File: src/rtl/div_fsm.sv
`default_nettype none
// ============================================================================
// Module  : div_fsm
// Brief   : Unsigned divider by repeated subtraction, serial operand load.
// Revision: 1.0
// ============================================================================
module div_fsm #(
  parameter int W = 16
) (
  input  logic         clk,
  input  logic         rst_n,
  input  logic         start,
  input  logic [W-1:0] data_in,
  output logic [W-1:0] quot,
  output logic [W-1:0] rem,
  output logic         done,
  output logic         busy,
  output logic         div_zero
);

  typedef enum logic [2:0] {
    IDLE   = 3'd0,
    LOAD_A = 3'd1,
    LOAD_B = 3'd2,
    CHECK  = 3'd3,
    SUB    = 3'd4,
    DONE   = 3'd5
  } state_t;

  state_t       state_q, state_d;
  logic [W-1:0] a_q, a_d;
  logic [W-1:0] b_q, b_d;
  logic [W-1:0] q_q, q_d;
  logic         dz_q, dz_d;

  logic [W-1:0] diff;
  logic         a_lt_b;
  logic         diff_lt_b;

  // Subtraction is only committed when A>=B, so the wrap of diff is never used.
  assign diff      = a_q - b_q;
  assign a_lt_b    = (a_q < b_q);
  assign diff_lt_b = (diff < b_q);

  always_ff @(posedge clk) begin
    if (!rst_n) begin
      state_q <= IDLE;
      a_q     <= '0;
      b_q     <= '0;
      q_q     <= '0;
      dz_q    <= 1'b0;
    end else begin
      state_q <= state_d;
      a_q     <= a_d;
      b_q     <= b_d;
      q_q     <= q_d;
      dz_q    <= dz_d;
    end
  end

  always_comb begin
    state_d = state_q;
    a_d     = a_q;
    b_d     = b_q;
    q_d     = q_q;
    dz_d    = dz_q;
    case (state_q)
      IDLE: begin
        if (start) state_d = LOAD_A;
      end
      LOAD_A: begin
        a_d     = data_in;
        q_d     = '0;
        dz_d    = 1'b0;
        state_d = LOAD_B;
      end
      LOAD_B: begin
        b_d     = data_in;
        state_d = CHECK;
      end
      CHECK: begin
        if (b_q == '0) begin
          dz_d    = 1'b1;
          state_d = DONE;
        end else if (a_lt_b) begin
          state_d = DONE;
        end else begin
          state_d = SUB;
        end
      end
      SUB: begin
        a_d = diff;
        q_d = q_q + 1'b1;
        if (diff_lt_b) state_d = DONE;
      end
      DONE: begin
        // Holding start high must not retrigger; a fresh rising request is needed.
        if (!start) state_d = IDLE;
      end
      default: begin
        state_d = IDLE;
      end
    endcase
  end

  assign quot     = q_q;
  assign rem      = a_q;
  assign div_zero = dz_q;
  assign done     = (state_q == DONE);
  assign busy     = (state_q == LOAD_A) || (state_q == LOAD_B) ||
                    (state_q == CHECK)  || (state_q == SUB);

endmodule
`default_nettype wire
File: config.mk
export PLATFORM = sky130hd
export DESIGN_NAME = div_fsm
export DESIGN_NICKNAME = d
export VERILOG_FILES = /design/src/rtl/div_fsm.sv
export SDC_FILE = /design/constraint.sdc
export NUM_CORES = 1
export LEC_CHECK = 0
export CAP_MARGIN = 20
export CORE_ASPECT_RATIO = 1.2
export CORE_MARGIN = 4
export CORE_UTILIZATION = 50
export CTS_BUF_LIST = sky130_fd_sc_hd__clkbuf_8
export CTS_CLUSTER_SIZE = 16
export DETAILED_ROUTE_END_ITERATION = 8
export PLACE_DENSITY_LB_ADDON = 0.05
export SLEW_MARGIN = 20
export SYNTH_ARGS = -nofsm -noshare
export SYNTH_HDL_FRONTEND = slang
export SYNTH_SLANG_ARGS = --single-unit
File: constraint.sdc
create_clock -name clk -period 5.9 [get_ports clk]
set_input_delay 0.885 -clock clk [delete_from_list [all_inputs] [get_ports clk]]
set_output_delay 0.885 -clock clk [all_outputs]
set_load 0.05 [all_outputs]
==> run metrics <==
cell area after layout=roughly 4200 sq um; Pwr per Cell Area=639 nW/um^2; leading area contributor after synthesis=dfxtp_1; Worst Path Arrival=~4.1 ns; vias per cell=5.94; warnings from Yosys=0; # diodes=0; Fmax achieved=256 MHz; H-tree depth=2; fin crit period=3.91 ns; worst setup margin=approximately 2.0 ns; flops & latches, synth=52; crit path launch=b_q[0]; final non-filler cell total=approximately 570; CTS buffer count=5; GRT Total Usage=0.224; Post-Synthesis Net Count=500; post_cts resized=0; Clock Skews=0.0121 ns; Pins Over Slew Limit=0; Worst-path clk slew=~0.1 ns; die width=84.7 um; R2R Path Start=b_q[0]; r2r endpoint=state_q[0]; met1 WL=4340 um; Worst R2R Path Depth=15; Hold Path Sink=b_q[4]; ranking of synthesized cells by area=dfxtp_1, ha_1, a21oi_1; setup violators final=0; Synth cell types=62; HPWL after detailed placement=~6900 um; initial DRC count=202; Critical Path Sink Type=register; Yosys top cell area share=0.295; I/O pin count=54; status=complete, no violations; CTS Root Cell=clkbuf_8; period utilisation layout=0.663; Row Count=33; first-pass GRT wire length=about 16000 um; GRT Residual Overflow=0; worst hold path type=register to register; Async SR Flop Fraction=0; ys flop type=dfxtp_1; hold path cells=2; Post-Place Cells=566; core outline area=around 7000 sq um; Hold-fix buffers, CTS=0; DRT Pass-1 Iters=5; met3 WL=503 um; clk_lat worst skew=0.32 ns; Post-DP Area=just over 4000 sq um; DR top layer=met4; post-CTS repair timing setup buffer count=0; CTS tree=yes; Die H=100 um; die area=8480 sq um; unrepaired setup endpoints after global routing=false; wire per inst=16.4 um; met2 WL post-DR=4440 um; Commonest cells post-synth=nand2_1, dfxtp_1, a21oi_1, ha_1, nor2_1; Crit Path Max Fanout=4; largest net degree at the start of global routing=55; dpl ws=roughly 2 ns; initial antenna violation count=0; min-delay src=b_q[4]; starting density of the core=0.516; CP required=6.13 ns; EDFF count, synth=0; fin nets=539; Clock Tree Buf Depth=2; port bufs=between 50 and 60; DRC viols=0; critical path class=register to register; Final ANT Viol Nets=0; Mean Syn Cell Area=about 8 sq um; total power=~2700 uW; vias in the first global route=3214; post-synthesis cell area=3530 sq um; Post-Route WL=9430 um; Post-Synthesis Cells=447; Final TNS setup=0 ns; share of layout cells above drive strength 1=0.0472; sequential fraction of the synthesis area=0.295; most frequent cell after synthesis=nand2_1; leakage power=0.00150 uW; maxcap violations=0; Peak VDD IR=roughly 0.00036 V; Hold Fails Final Rpt=0; pin slew with the least headroom to its limit=1.02 ns; # fillers=670; via count=3410; Critical Path Source Type=register; Worst slew margin=0.317; area grow syn2layout=18.3%; R2R Setup Slk=between 1.5 and 2 ns; clk sinks=52; RePlAce Congestion=0.878
==> how the worst max path moves through the flow <==
stage / end / slack [ns] / cells past startpoint
2_1_floorplan: state_q[0] / 2.23 / 16
3_3_place_gp: state_q[0] / 2.12 / 15
3_5_place_dp: state_q[0] / 2.05 / 15
4_1_cts: state_q[0] / 2.02 / 15
5_1_grt: state_q[0] / 1.69 / 16
6_report: state_q[0] / 1.99 / 15
==> registers in the layout (all words and copies together) (netlist names) <==
| signal | count |
|---|---|
| div_zero | 1 |
| state_q | 3 |
| quot | 16 |
| rem | 16 |
| b_q | 16 |
==> where the power goes <==
part           internal, uW  total, uW  switching (uW)
combinational           808       1960            1150
clock                  84.7        217             132
sequential              418        498            79.8
==> cell type report <==
type                            count  area (sq um)  area share
Clock buffer                        5          68.8      0.0165
Clock inverter                      3          21.3     0.00509
Inverter                           22          82.6      0.0198
Multi-Input combinational cell    349          2300       0.551
Sequential cell                    52          1040       0.249
Tap cell                           87           109      0.0260
Timing Repair Buffer               56           553       0.132
==> placed cells by master (no fill, tap or decap), types with 8 or more instances in the layout <==
cell type and instances:
nand2_1 62, clkdlybuf4s50_1 53, dfxtp_1 52, a21oi_1 51, ha_1 33, nor2_1 29
inv_1 20, a22oi_1 14, nand3_1 13, xnor2_1 10, nand4_1 9, o21ai_0 8
==> critical path, cell delays in order, from the launching register on <==
cell and delay, ns:
dfxtp_1 0.40, ha_1 0.18, inv_1 0.05, fa_1 0.39, a21o_1 0.20, a221oi_2 0.40
nor2b_1 0.12, o31ai_1 0.36, and2_1 0.23, xnor2_1 0.12, ha_1 0.26, a21o_1 0.16
a2111o_1 0.42, a221oi_2 0.26, nor2_1 0.06, a211oi_1 0.21
==> per-stage QoR <==
stage                     hold slack (ns)   util
final                               0.481  0.610
after global routing                0.521  0.610
after CTS                           0.483  0.610
after detailed placement            0.468  0.597
after global placement              0.463  0.597
after floorplan                     0.449      -
==> layer usage <==
metal	track usage	up-vias
met4	0.0621	0
met1	0.292	1607
li1	-	1712
met3	0.0361	11
met5	0	-
met2	0.385	80
==> cell families after synthesis <==
kind of cell             after synthesis  share of synthesized area
buffers and inverters                 46                     0.0535
adder cells (fa/ha/maj)               34                      0.123
multiplexers                           2                    0.00602
AND/OR/NAND/NOR                      172                      0.248
AO/OA/AOI/OAI                        127                      0.241
flip-flops                            52                      0.295
XOR/XNOR                              14                     0.0347
Note: power is estimated with default switching activity, not from simulation.
